<file path="src/rtl/fp_adder_if.sv">
`default_nettype none
// ============================================================================
// Module   : fp_adder_if
// Purpose  : Toggle-request operand/result bundle for fp_adder
// Revision : 1.0
// ============================================================================
interface fp_adder_if #(
    parameter int MSB = 31
);
    logic           enable;
    logic           req;
    logic           ack;
    logic [MSB:0]   rx_data_1;
    logic [MSB:0]   rx_data_2;
    logic [MSB:0]   tx_data;

    modport slave (
        input  enable, req, rx_data_1, rx_data_2,
        output ack, tx_data
    );

    modport master (
        output enable, req, rx_data_1, rx_data_2,
        input  ack, tx_data
    );
endinterface
`default_nettype wire

</file>
<file path="src/rtl/fp_adder.sv">
`default_nettype none
// ============================================================================
// Module   : fp_adder
// Purpose  : Multi-cycle floating-point adder, flush-to-zero, round-nearest-even
// Revision : 1.0
// ============================================================================
module fp_adder #(
    parameter int MSB  = 31,
    parameter int FMSB = 22
) (
    input  wire         clk,
    input  wire         rstn,
    fp_adder_if.slave   bus
);
    localparam int FW  = FMSB + 1;
    localparam int EW  = MSB - FMSB - 1;
    localparam int XW  = FW + 4;              // hidden + fraction + guard/round/sticky
    localparam int ZW  = EW + 2;              // exponent with sign and carry headroom
    localparam int LZW = $clog2(XW + 1);
    localparam logic [EW-1:0] EMAX = '1;
    localparam logic [MSB:0]  QNAN = {1'b0, EMAX, 1'b1, {(FW-1){1'b0}}};

    localparam logic [2:0] S_IDLE   = 3'd0;
    localparam logic [2:0] S_UNPACK = 3'd1;
    localparam logic [2:0] S_ALIGN  = 3'd2;
    localparam logic [2:0] S_ADD    = 3'd3;
    localparam logic [2:0] S_NORM   = 3'd4;
    localparam logic [2:0] S_ROUND  = 3'd5;

    logic [2:0]     state_q, state_d;
    logic           req_q, ack_q;
    logic [MSB:0]   tx_data_q;
    logic [MSB:0]   a_q, b_q, spec_val_q;
    logic [MSB+1:0] ua_q, ub_q;
    logic           spec_q, sign_q, sub_q, cancel_q, ftz_q;
    logic [ZW-1:0]  exp_q;
    logic [XW-1:0]  ma_q, mb_q, norm_q;
    logic [XW:0]    sum_q;

    logic           w_start;
    logic           w_za, w_zb, w_nan_a, w_nan_b, w_inf_a, w_inf_b;
    logic           w_spec;
    logic [MSB:0]   w_spec_val;
    logic           w_swap;
    logic [MSB+1:0] w_big, w_small;
    logic [EW-1:0]  w_diff;
    logic [2*XW-1:0] w_wide;
    logic [XW-1:0]  w_mb_al;
    logic [LZW-1:0] w_lz;
    logic           w_found;
    logic [XW-1:0]  w_norm;
    logic [ZW-1:0]  w_nexp, w_rexp;
    logic           w_rup;
    logic [FW+1:0]  w_rmant;
    logic [FMSB:0]  w_rfrac;
    logic [MSB:0]   w_result;

    assign w_start = (state_q == S_IDLE) && bus.enable && (bus.req != req_q);

    // Operand classification (subnormals count as zero)
    assign w_za    = (a_q[MSB-1:FW] == '0);
    assign w_zb    = (b_q[MSB-1:FW] == '0);
    assign w_nan_a = (a_q[MSB-1:FW] == EMAX) && (a_q[FMSB:0] != '0);
    assign w_nan_b = (b_q[MSB-1:FW] == EMAX) && (b_q[FMSB:0] != '0);
    assign w_inf_a = (a_q[MSB-1:FW] == EMAX) && (a_q[FMSB:0] == '0);
    assign w_inf_b = (b_q[MSB-1:FW] == EMAX) && (b_q[FMSB:0] == '0);

    always_comb begin
        w_spec     = 1'b1;
        w_spec_val = QNAN;
        if (w_nan_a || w_nan_b)                                 w_spec_val = QNAN;
        else if (w_inf_a && w_inf_b && (a_q[MSB] != b_q[MSB]))  w_spec_val = QNAN;
        else if (w_inf_a)                                       w_spec_val = a_q;
        else if (w_inf_b)                                       w_spec_val = b_q;
        else if (w_za && w_zb) w_spec_val = {a_q[MSB] & b_q[MSB], {MSB{1'b0}}};
        else if (w_za)                                          w_spec_val = b_q;
        else if (w_zb)                                          w_spec_val = a_q;
        else                                                    w_spec     = 1'b0;
    end

    // Alignment: larger magnitude goes to A, B is shifted with sticky collapse
    assign w_swap  = ub_q[MSB:0] > ua_q[MSB:0];
    assign w_big   = w_swap ? ub_q : ua_q;
    assign w_small = w_swap ? ua_q : ub_q;
    assign w_diff  = w_big[MSB:FW+1] - w_small[MSB:FW+1];
    assign w_wide  = {w_small[FW:0], 3'b000, {XW{1'b0}}} >> w_diff;
    assign w_mb_al = (32'(w_diff) >= XW) ? {{(XW-1){1'b0}}, 1'b1}
                                         : {w_wide[2*XW-1:XW+1], |w_wide[XW:0]};

    always_comb begin
        w_lz    = '0;
        w_found = 1'b0;
        for (int i = XW - 1; i >= 0; i--) begin
            if (!w_found) begin
                if (sum_q[i]) w_found = 1'b1;
                else          w_lz    = w_lz + LZW'(1);
            end
        end
        if (sum_q[XW]) begin
            w_norm = {sum_q[XW:2], sum_q[1] | sum_q[0]};
            w_nexp = exp_q + ZW'(1);
        end else begin
            w_norm = sum_q[XW-1:0] << w_lz;
            w_nexp = exp_q - ZW'(w_lz);
        end
    end

    always_comb begin
        w_rup   = norm_q[2] & (norm_q[3] | norm_q[1] | norm_q[0]);
        w_rmant = {1'b0, norm_q[XW-1:3]} + {{(FW+1){1'b0}}, w_rup};
        w_rexp  = w_rmant[FW+1] ? exp_q + ZW'(1) : exp_q;
        w_rfrac = w_rmant[FW+1] ? w_rmant[FW:1] : w_rmant[FMSB:0];
        if (spec_q)                        w_result = spec_val_q;
        else if (cancel_q)                 w_result = '0;
        else if (ftz_q)                    w_result = {sign_q, {MSB{1'b0}}};
        else if (w_rexp >= {2'b00, EMAX})  w_result = {sign_q, EMAX, {FW{1'b0}}};
        else                               w_result = {sign_q, w_rexp[EW-1:0], w_rfrac};
    end

    always_comb begin
        state_d = state_q;
        if (!bus.enable) begin
            state_d = S_IDLE;
        end else begin
            case (state_q)
                S_IDLE:   if (w_start) state_d = S_UNPACK;
                S_UNPACK: state_d = S_ALIGN;
                S_ALIGN:  state_d = S_ADD;
                S_ADD:    state_d = S_NORM;
                S_NORM:   state_d = S_ROUND;
                default:  state_d = S_IDLE;
            endcase
        end
    end

    always_ff @(posedge clk or posedge rstn) begin
        if (rstn) begin
            state_q   <= S_IDLE;
            req_q     <= 1'b0;
            ack_q     <= 1'b0;
            tx_data_q <= '0;
        end else begin
            state_q <= state_d;
            req_q   <= bus.req;
            ack_q   <= bus.enable && (state_q == S_ROUND);
            if (bus.enable && (state_q == S_ROUND)) tx_data_q <= w_result;
        end
    end

    always_ff @(posedge clk) begin
        case (state_q)
            S_IDLE: begin
                if (w_start) begin
                    a_q <= bus.rx_data_1;
                    b_q <= bus.rx_data_2;
                end
            end
            S_UNPACK: begin
                ua_q       <= {a_q[MSB:FW], 1'b1, a_q[FMSB:0]};
                ub_q       <= {b_q[MSB:FW], 1'b1, b_q[FMSB:0]};
                spec_q     <= w_spec;
                spec_val_q <= w_spec_val;
            end
            S_ALIGN: begin
                sign_q <= w_big[MSB+1];
                sub_q  <= w_big[MSB+1] ^ w_small[MSB+1];
                exp_q  <= ZW'(w_big[MSB:FW+1]);
                ma_q   <= {w_big[FW:0], 3'b000};
                mb_q   <= w_mb_al;
            end
            S_ADD: begin
                sum_q <= sub_q ? ({1'b0, ma_q} - {1'b0, mb_q}) : ({1'b0, ma_q} + {1'b0, mb_q});
            end
            S_NORM: begin
                norm_q   <= w_norm;
                exp_q    <= w_nexp;
                cancel_q <= (sum_q == '0);
                ftz_q    <= w_nexp[ZW-1] || (w_nexp == '0);
            end
            default: ;
        endcase
    end

    assign bus.ack     = ack_q;
    assign bus.tx_data = tx_data_q;
endmodule
`default_nettype wire

</file>
<file path="src/flat_wrapper.sv">
// flat-port wrapper written by rule: the top's interface ports become plain ports
module fp_adder_flat 
#(
    parameter int MSB  = 31,
    parameter int FMSB = 22
)
  (clk, rstn, bus_enable, bus_req, bus_rx_data_1, bus_rx_data_2, bus_ack, bus_tx_data);
  fp_adder_if #(.MSB(MSB)) bus_i ();
  input  wire clk;
  input  wire rstn;
  input wire logic [$bits(bus_i.enable)-1:0] bus_enable;
  input wire logic [$bits(bus_i.req)-1:0] bus_req;
  input wire logic [$bits(bus_i.rx_data_1)-1:0] bus_rx_data_1;
  input wire logic [$bits(bus_i.rx_data_2)-1:0] bus_rx_data_2;
  output wire logic [$bits(bus_i.ack)-1:0] bus_ack;
  output wire logic [$bits(bus_i.tx_data)-1:0] bus_tx_data;
  assign bus_i.enable = bus_enable;
  assign bus_i.req = bus_req;
  assign bus_i.rx_data_1 = bus_rx_data_1;
  assign bus_i.rx_data_2 = bus_rx_data_2;
  assign bus_ack = bus_i.ack;
  assign bus_tx_data = bus_i.tx_data;
  fp_adder #(.MSB(MSB), .FMSB(FMSB)) u_core (.clk(clk), .rstn(rstn), .bus(bus_i));
endmodule
</file>
<file path="config.mk">
export PLATFORM = sky130hd
export DESIGN_NAME = fp_adder_flat
export DESIGN_NICKNAME = d
export VERILOG_FILES = /design/src/rtl/fp_adder_if.sv /design/src/rtl/fp_adder.sv /design/src/flat_wrapper.sv
export SDC_FILE = /design/constraint.sdc
export NUM_CORES = 1
export LEC_CHECK = 0
export BUFFER_PORTS_ARGS = -buffer_cell sky130_fd_sc_hd__buf_2
export CAP_MARGIN = 20
export CORE_ASPECT_RATIO = 1.4
export CORE_MARGIN = 2
export CORE_UTILIZATION = 25
export DETAILED_ROUTE_END_ITERATION = 16
export GPL_ROUTABILITY_DRIVEN = 0
export GPL_TIMING_DRIVEN = 0
export PLACE_DENSITY = 0.49
export SLEW_MARGIN = 20
export SYNTH_ARGS = -nofsm -noshare
export SYNTH_HDL_FRONTEND = slang
export SYNTH_SLANG_ARGS = --single-unit
export TNS_END_PERCENT = 10
</file>
<file path="constraint.sdc">
create_clock -name clk -period 20.1 [get_ports clk]
set_clock_uncertainty 0.05 [all_clocks]
set_input_delay 4.02 -clock clk [delete_from_list [all_inputs] [get_ports clk]]
set_output_delay 4.02 -clock clk [all_outputs]
set_load 0.01 [all_outputs]
</file>
==> flow_summary.yaml, run 1 <==
power:
  pwr-share-clk_pct: 26.6
  comb_power_share_pct: 35.0
  power_density_nw_per_um2: 86.46
  p_int_mw: 1.427
  seq_power_share_pct: 38.4
  ir_drop_mv: 0.09473
  p_leak_nw: 9.670
  sw_frac_of_total_pct: 36.49
  p_switching_mw: 0.8199
worst_setup_path:
  slowest_stage: "or4_1"
  path_class: "register to register"
  path_common_cell: "ha_1"
  cp_max_fo: 10
  required_ns: 20.46
  cp.arrival_ns: 18.97
  start_kind: "register"
  critical-path-max-stage-delay_ns: 0.55
  worstSetupEndpointType: "register"
global_routing:
  grt.total_usage_pct: 15.91
  antenna_found_initial: 0
  grt_pass1_wl_um: 114800
  grt_pass1_vias: 19154
  grt-ovfl-total: 0
  grt_max_degree: 31
clock_network:
  ctsHoldBuffers: 0
  cts_htree_levels: 1
  root_buffer: "clkbuf_16"
  clockBufferDepth: 3
  cts_buffers: 30
  clk_latency_ns: 0.60
  cts_tree: "done"
  cts.sinks: 317
  clk_pin_slew_ns: 0.07
synthesis:
  synth_area_sq_um: 22580
  yosys.area_share.simple_pct: 17.91
  synth_ff_type: "edfxtp_1"
  synth_top_family_by_area: "simple AND/OR/NAND/NOR gates"
  yosysWarnings: 0
  ys_seq_elements: 317
  synth_edf_count: 280
  synthAdderAreaFrac_pct: 6.571
  syn_nets: 2560
  synthArstFlopShare_pct: 11.67
  synthXorXnorAreaFrac_pct: 5.208
  syn_avg_cell_area_sq_um: 9.501
  synthMuxAreaShare_pct: 7.812
  ys_seq_area_share_pct: 41.33
  synth_compound_area_share_pct: 17.00
  synthCells: 2377
  synthDistinctLibCells: 94
job:
  drv_cap: 0
route:
  drt_wl_total_um: 75340
  vias: 18859
  viasPerCell: 5.033
  drt_iter0_markers: 1349
  ant_nets: 0
  drc: 0
  routedWlPerCell_um: 20.11
  first_pass_iters: 5
place:
  hpwl_um: 60490
  io_buffers: 100
  placed_area_sq_um: 24850
timing:
  setup_viol: 0
  final-hold-violation-count: 0
  finalSetupTns_ns: 0
  timing.fmax_ghz: 0.05374
  worst_pin_slew_ns: 1.178
  drv_slew: 0
  period_needed_ns: 18.61
  slew_headroom_pct: 19.44
  fin_crit_sh_pct: 92.57
floorplanning:
  die_area_sq_um: 92780
  fp-row-count: 130
  ios: 101
  dieHeight_um: 359.6
  core_sq_um: 89620
  die_x_um: 258.0
  start_util_pct: 25.20
min_path:
  hold_path.class: "register to register"
final_layout:
  fin_nets: 2718
  design_area_sq_um: 25990
  num_antenna_cells: 0
  fill_cells: 9488
  multi_input_area_sq_um: 12430
  drive_above_1_share_pct: 11.61
  regArea_sq_um: 9334
  area_delta_synth_final_pct: 15.08
outcome:
  status: "finished, final reports clean"
-- flip-flops by register name (all words and copies together) (netlist names), 3 cells and up --
name                flops
u_core.a_q             32
u_core.b_q             32
u_core.bus.tx_data     32
u_core.spec_val_q      32
u_core.ua_q            32
u_core.ub_q            32
u_core.sum_q           28
u_core.mb_q            27
u_core.norm_q          27
u_core.ma_q            23
u_core.exp_q           10
u_core.state_q          3
-- cell families (layout without fill, tap and decap cells) --
family	count (synthesis)	in the layout
AOI/OAI and AO/OA	611	611
xor gates and xnor gates	119	119
adders and majority gates	118	118
buffers and inverters	244	426
DFF	317	317
muxes	134	134
and+or+nand+nor	834	834
-- area by class of cell --
cell class	count	share of cell area (%)
buffer	123	1.902
inverter	120	1.743
clock inverter	20	0.8040
clock buffer	36	3.096
sequential	317	35.92
tap	1188	5.720
multi-input combinational	1816	47.83
timing repair buffer	127	2.990
-- repair_timing --
action / 4_1_cts / 5_1_grt
setup buffers: 0 / 5
endpoints found under the setup margin: 3 / 36
pin swaps: 0 / 6
endpoints found under the hold margin: 0 / 0
gates cloned: 0 / 0
resized for setup: 4 / 22
-- synthesized netlist by cell type, types with 37 or more instances --
cell type / instances / area [sq um]
nand2_1: 270 / 1013
mux2i_1: 84 / 840.8
nor2_1: 192 / 720.7
o21ai_0: 154 / 770.7
xnor2_1: 78 / 683.2
nand3_1: 59 / 295.3
inv_1: 116 / 435.4
dfrtp_1: 37 / 925.9
nor3_1: 71 / 355.3
ha_1: 113 / 1414
clkbuf_1: 101 / 379.1
a22oi_1: 44 / 330.3
edfxtp_1: 280 / 8408
a21oi_1: 175 / 875.8
-- placed cells by master (no fill, tap or decap), types with 77 or more instances in the layout --
master,count
nor2_1,188
edfxtp_1,280
o21ai_0,153
xnor2_1,77
inv_1,115
nand2_1,270
buf_2,109
a21oi_1,171
ha_1,113
mux2i_1,84
clkbuf_1,101
-- power by group through the flow --
stage	sequential, mW	combinational [mW]	clock, mW
floorplan	0.871	0.520	0
global placement	0.890	0.761	0
detailed placement	0.876	0.772	0
CTS	0.862	0.776	0.614
global route	0.870	0.858	0.636
finish	0.863	0.787	0.598
-- layer usage --
| metal | track usage, % | up-vias | wire length [um] |
|---|---|---|---|
| met4 | 9.373 | 0 | 4915 |
| met2 | 30.50 | 520 | 40090 |
| met1 | 16.79 | 9020 | 27980 |
| met5 | 0 | - | 0 |
| met3 | 1.232 | 193 | 2349 |
| li1 | - | 9126 | - |
-- critical path, delay by kind of cell, from the launching register on --
family / cells / cell delay [ns]
and+or+nand+nor: 23 / 2.56
DFF: 1 / 0.38
AOI/OAI and AO/OA: 25 / 4.20
buffers and inverters: 6 / 1.03
adders and majority gates: 25 / 7.29
muxes: 13 / 2.76
xor gates and xnor gates: 1 / 0.17
-- path summary, 6_finish.rpt --
| kind | end | startpoint | depth (start not counted) | slack, ns |
|---|---|---|---|---|
| worst max-delay path | u_core.ftz_q | u_core.sum_q[26] | 93 | 1.49 |
| worst min-delay path | u_core.ua_q[17] | u_core.a_q[17] | 0 | 0.44 |
| worst max register to register | u_core.ftz_q | u_core.sum_q[26] | 93 | 1.49 |
| worst min register to register | u_core.ua_q[17] | u_core.a_q[17] | 0 | 0.44 |
| max in group asynchronous | u_core.bus.tx_data[11] | rstn | 3 | 16.26 |
| min in group asynchronous | u_core.state_q[2] | rstn | 2 | 3.29 |
-- metrics by stage --
step           utilization (%)  power, mW  instances  hold WS [ns]  worst slack [ns]
6_report                 29.00      2.247       3747        0.4356             1.493
5_1_grt                  29.00      2.363       3747        0.4426          -0.04945
4_1_cts                  28.87      2.252       3743        0.4367           0.02090
3_5_place_dp             27.72      1.648       3687        0.4202           -0.4681
3_3_place_gp             27.41      1.651       3665        0.4161           -0.4931
2_1_floorplan                -      1.391       2377        0.4008             2.306
Power figures use the tool's default switching activity.
==> run 2: changes to the inputs <==
Settings changed: CORE_ASPECT_RATIO 1.4 to not set, REMOVE_ABC_BUFFERS set to 1.
==> run 2 against run 1 <==
  * Worst hold slack got worse by 0.010 ns
  * First-iteration DRC count about the same
  * Wire length decreased by 11%
  * Sequential share of layout area decreased by 0.19 points
  * Register-to-register slack got worse by 0.09 ns
  * Cell area increased by 0.53%
  * Clock power increased by 5.7%
  * Non-clock buffer count decreased by 94
  * Critical path depth unchanged
  * Die area about the same
  * Combinational power decreased by 4.7%
  * Clock-buffer cell count increased by 11
==> flow_summary.yaml, run 2 (synthesized netlist as in run 1, its figures left out) <==
global_routing:
  grt-ovfl-total: 0
  grt.total_usage_pct: 14.11
  grt_pass1_wl_um: 104500
  grt_max_degree: 38
  antenna_found_initial: 0
  grt_pass1_vias: 17579
clock_network:
  clk_latency_ns: 0.57
  clk_pin_slew_ns: 0.06
  ctsHoldBuffers: 0
  cts_buffers: 37
  root_buffer: "clkbuf_16"
  cts_htree_levels: 2
  clockBufferDepth: 3
  cts_tree: "done"
  cts.sinks: 317
floorplanning:
  core_sq_um: 89740
  dieHeight_um: 304.6
  start_util_pct: 25.17
  fp-row-count: 110
  die_x_um: 304.6
  ios: 101
  die_area_sq_um: 92750
power:
  ir_drop_mv: 0.06759
  power_density_nw_per_um2: 86.29
  p_int_mw: 1.464
  pwr-share-clk_pct: 28.0
  power.total_mw: 2.254
  seq_power_share_pct: 38.7
  p_leak_nw: 9.771
  comb_power_share_pct: 33.2
  sw_frac_of_total_pct: 35.07
  p_switching_mw: 0.7905
route:
  drt_wl_total_um: 66940
  vias: 18147
  ant_nets: 0
  viasPerCell: 4.969
  first_pass_iters: 5
  routedWlPerCell_um: 18.33
  drt_iter0_markers: 1350
  drc: 0
min_path:
  hold_path.class: "register to register"
final_layout:
  num_antenna_cells: 0
  area_delta_synth_final_pct: 15.69
  fin_nets: 2631
  drive_above_1_share_pct: 13.41
  layout.cells.most_common: "edfxtp_1"
  layout_common_cells: "280 x edfxtp_1, 269 x nand2_1, 185 x nor2_1, 170 x a21oi_1, 152 x o21ai_0"
worst_setup_path:
  critical-path-max-stage-delay_ns: 0.58
  required_ns: 20.44
  worstSetupEndpointType: "register"
  start_kind: "register"
  cp.arrival_ns: 19.03
  slowest_stage: "or4_1"
  path_class: "register to register"
  path_common_cell: "ha_1"
  r2r_slack_ns: 1.40
  cp_max_fo: 9
timing:
  fin_crit_sh_pct: 93.02
  timing.fmax_ghz: 0.05348
  drv_slew: 0
  worst_pin_slew_ns: 1.043
  setup_viol: 0
  slew_headroom_pct: 30.22
  final-hold-violation-count: 0
  period_needed_ns: 18.70
  setup_ws_ns: 1.402
outcome:
  status: "finished, final reports clean"
job:
  drv_cap: 0
place:
  dp_worst_setup_slack_ns: 0.3345
  hpwl_um: 51830
  io_buffers: 100
## run 2: cell types whose count changed in the layout (fill, tap and decap cells not counted), sizes merged
cell	delta
clkinv	+4
buf	+4
clkbuf	-87
bufinv	-3
clkinvlp	-2
inv	+1
## run 2: repair_timing
item	CTS	global route
resized for setup	0	20
buffers inserted	0	13
endpoints found under the setup margin	0	24
## run 2: worst max-delay path: cells and delay by family, from the launching register on
| family | cells | cell delay [ns] |
|---|---|---|
| compound gates | 21 | 3.51 |
| xor+xnor | 4 | 0.64 |
| fa+ha+maj | 26 | 7.72 |
| buf+inv | 5 | 0.40 |
| flops | 1 | 0.53 |
| mux | 12 | 2.81 |
| simple gates | 25 | 2.86 |
## run 2: final cells by class
type                            instances  area (sq um)
Clock buffer                           47         983.4
Clock inverter                         20         146.4
Fill cell                            9487         63610
Inverter                              120         454.2
Multi-Input combinational cell       1816         12550
Sequential cell                       317          9334
Tap cell                             1176          1471
Timing Repair Buffer                  156          1185
## run 2: layer usage
layer	GRT usage [%]	share of wire (%)
met5	0	0
met4	4.052	2.9
met3	1.467	3.9
met2	23.71	47
met1	19.16	46
## run 2: worst paths after layout
| check | startpoint | end | cells after the start |
|---|---|---|---|
| worst max-delay path | u_core.sum_q[25] | u_core.ftz_q | 93 |
| worst min-delay path | u_core.bus.tx_data[21] | u_core.bus.tx_data[21] | 2 |
| worst max register to register | u_core.sum_q[25] | u_core.ftz_q | 93 |
| worst min register to register | u_core.bus.tx_data[21] | u_core.bus.tx_data[21] | 2 |
| max in group asynchronous | rstn | u_core.state_q[2] | 3 |
| min in group asynchronous | rstn | u_core.bus.tx_data[31] | 2 |
## run 2: metrics by stage
| step | hold WS (ns) | TNS, ns | util [%] | area (sq um) | cells |
|---|---|---|---|---|---|
| floorplan | 0.4008 | 0 | - | 22090 | 2253 |
| global placement | 0.4122 | -27.34 | 26.82 | 24060 | 3529 |
| detailed placement | 0.4157 | 0 | 27.65 | 24820 | 3572 |
| CTS | 0.4299 | 0 | 28.91 | 25950 | 3639 |
| global route | 0.4471 | -0.06983 | 29.11 | 26130 | 3652 |
| finish | 0.4253 | 0 | 29.11 | 26130 | 3652 |
## run 2: power groups by stage
stage | Sequential, mW | Clock [mW] | Combinational (mW)
CTS | 0.874 | 0.650 | 0.742
global route | 0.882 | 0.677 | 0.827
finish | 0.873 | 0.632 | 0.750
floorplan | 0.880 | 0 | 0.502
detailed placement | 0.887 | 0 | 0.738
global placement | 0.904 | 0 | 0.706
==> run 3: changes to the inputs <==
Settings changed: CORE_UTILIZATION 25 to 35, PLACE_DENSITY 0.49 to 0.6.
Clock period 20.1 ns to 18.8 ns, I/O delays scaled along.
==> run 3 against run 2 <==
  * Clock power rose by 6.2%
  * Critical path depth fell by 3
  * Fmax up 3.0%
  * Worst hold slack better by 0.0033 ns
  * Combinational power up 7.2%
  * Global-route usage is 4.2 points higher
  * Utilization rose by 11 points
  * Sequential share of layout area is 0.22 points higher
  * Clock-buffer cell count decreased by 5
  * Critical endpoint unchanged
==> flow_summary.yaml, run 3 (synthesized netlist as in run 1, its figures left out) <==
clock_network:
  cts_htree_levels: 2
  cts_tree: "done"
  cts.sinks: 317
  clk_pin_slew_ns: 0.06
  cts_buffers: 34
  clockBufferDepth: 3
  clk_latency_ns: 0.53
  root_buffer: "clkbuf_16"
min_path:
  min_from: "u_core.bus.tx_data[12]"
  hold_path.class: "register to register"
  holdPathStages: 2
  holdPathEnd: "u_core.bus.tx_data[12]"
final_layout:
  fin_nets: 2640
  area_delta_synth_final_pct: 14.99
  design_area_sq_um: 25970
  final_util_pct: 40.50
  layout.cells.most_common: "edfxtp_1"
  num_antenna_cells: 0
  layout_common_cells: "280 x edfxtp_1, 268 x nand2_1, 185 x nor2_1, 167 x a21oi_1, 150 x o21ai_0"
  fill_cells: 6111
  drive_above_1_share_pct: 14.74
  final_cells: 3338
floorplanning:
  dieHeight_um: 258.0
  die_area_sq_um: 66570
  start_util_pct: 35.22
  fp-row-count: 93
  ios: 101
  core_sq_um: 64120
  die_x_um: 258.0
timing:
  setup_viol: 0
  slew_headroom_pct: 27.39
  worst_pin_slew_ns: 1.089
  holdWs_ns: 0.4286
  drv_slew: 0
  fin_crit_sh_pct: 96.52
  period_needed_ns: 18.15
  setup_ws_ns: 0.6539
  timing.fmax_ghz: 0.05511
  final-hold-violation-count: 0
power:
  ir_drop_mv: 0.08898
  power_density_nw_per_um2: 92.72
  p_leak_nw: 9.818
worst_setup_path:
  worstSetupEndpointType: "register"
  path_common_cell: "ha_1"
  start_kind: "register"
  required_ns: 19.10
  r2r_cells: 90
  critical-path-max-stage-delay_ns: 0.56
  path_class: "register to register"
  r2r_end: "u_core.ftz_q"
  cp_max_fo: 5
  r2r-start: "u_core.sum_q[25]"
  crit_family: "adder cells"
  slowest_stage: "or4_4"
  cp.arrival_ns: 18.45
  r2r_slack_ns: 0.65
  cp_num_buf_inv: 4
route:
  drt_iter0_markers: 1382
  viasPerCell: 5.578
  drc: 0
  routedWlPerCell_um: 18.65
  first_pass_iters: 5
  drt_wl_total_um: 62240
  vias: 18619
  ant_nets: 0
global_routing:
  grt-ovfl-total: 0
  grt_pass1_vias: 18041
  grt_util_met1_pct: 23.99
  grt_max_degree: 52
  top_usage_layer: "met2"
  use_met3_pct: 2.159
  grt_pass1_wl_um: 98800
  antenna_found_initial: 2
  grt_use_met2_pct: 31.25
  grt.total_usage_pct: 18.29
outcome:
  status: "finished, final reports clean"
place:
  placed_area_sq_um: 24340
  hpwl_um: 47700
  placedCellCount: 3248
  dp_worst_setup_slack_ns: -0.8881
  io_buffers: 100
job:
  drv_cap: 0
==> run 3: changes by cell type in the layout (fill, tap and decap cells not counted), moves of 3 or more <==
cell and delta:
clkbuf_1 -3, a21oi_1 -3, bufinv_16 +3, ha_1 -9
buf_8 -3, mux2i_1 -3, a21oi_2 +3, ha_4 +8
clkinv_8 -3, buf_4 +19
==> run 3: cell type report <==
| cell class | count | area, sq um | share of cell area (%) |
|---|---|---|---|
| Multi-Input combinational cell | 1816 | 12740 | 49.06 |
| Sequential cell | 317 | 9334 | 35.94 |
| Timing Repair Buffer | 168 | 1241 | 4.780 |
| Tap cell | 855 | 1070 | 4.119 |
| Clock buffer | 42 | 922.1 | 3.551 |
| Inverter | 120 | 457.9 | 1.763 |
| Clock inverter | 20 | 202.7 | 0.7805 |
==> run 3: routing by layer <==
metal | share of wire, % | routed length, um
met1 | 43 | 26820
met3 | 5.5 | 3451
met2 | 48 | 29750
met4 | 3.5 | 2191
met5 | 0.040 | 25
==> run 3: worst max-delay path by stage <==
stage	startpoint	end	slack [ns]	cells past startpoint
CTS	u_core.sum_q[25]	u_core.ftz_q	0.01	93
global placement	u_core.sum_q[25]	u_core.ftz_q	-2.96	94
finish	u_core.sum_q[25]	u_core.ftz_q	0.65	90
global route	u_core.sum_q[25]	u_core.ftz_q	-0.28	91
detailed placement	u_core.sum_q[25]	u_core.ftz_q	-0.89	88
floorplan	u_core.sum_q[26]	u_core.ftz_q	-0.24	92
==> run 3: timing repair <==
| action | in CTS | in global routing |
|---|---|---|
| setup endpoints to repair | 6 | 28 |
| buffers inserted | 7 | 21 |
| hold buffers | 0 | 0 |
| pin swaps | 4 | 39 |
| gates resized for setup | 8 | 50 |
==> run 3: tightest hold or removal path, cell delays in order, from the launching register on <==
cell and delay (ns):
dfrtp_1 0.34, nand2_1 0.05, o21ai_0 0.06
==> run 3: power breakdown <==
part	internal [mW]	switching [mW]	leakage, nW
Combinational	0.328	0.477	6.26
Sequential	0.867	0.0655	3.01
Clock	0.395	0.277	0.550
Total	1.59	0.819	9.82
==> run 3: stage by stage <==
| step | power, mW | setup TNS, ns |
|---|---|---|
| final | 2.408 | 0 |
| after global routing | 2.541 | -0.5584 |
| after CTS | 2.391 | 0 |
| after detailed placement | 1.714 | -2.365 |
| after global placement | 1.685 | -53.44 |
| after floorplan | 1.478 | -0.3069 |
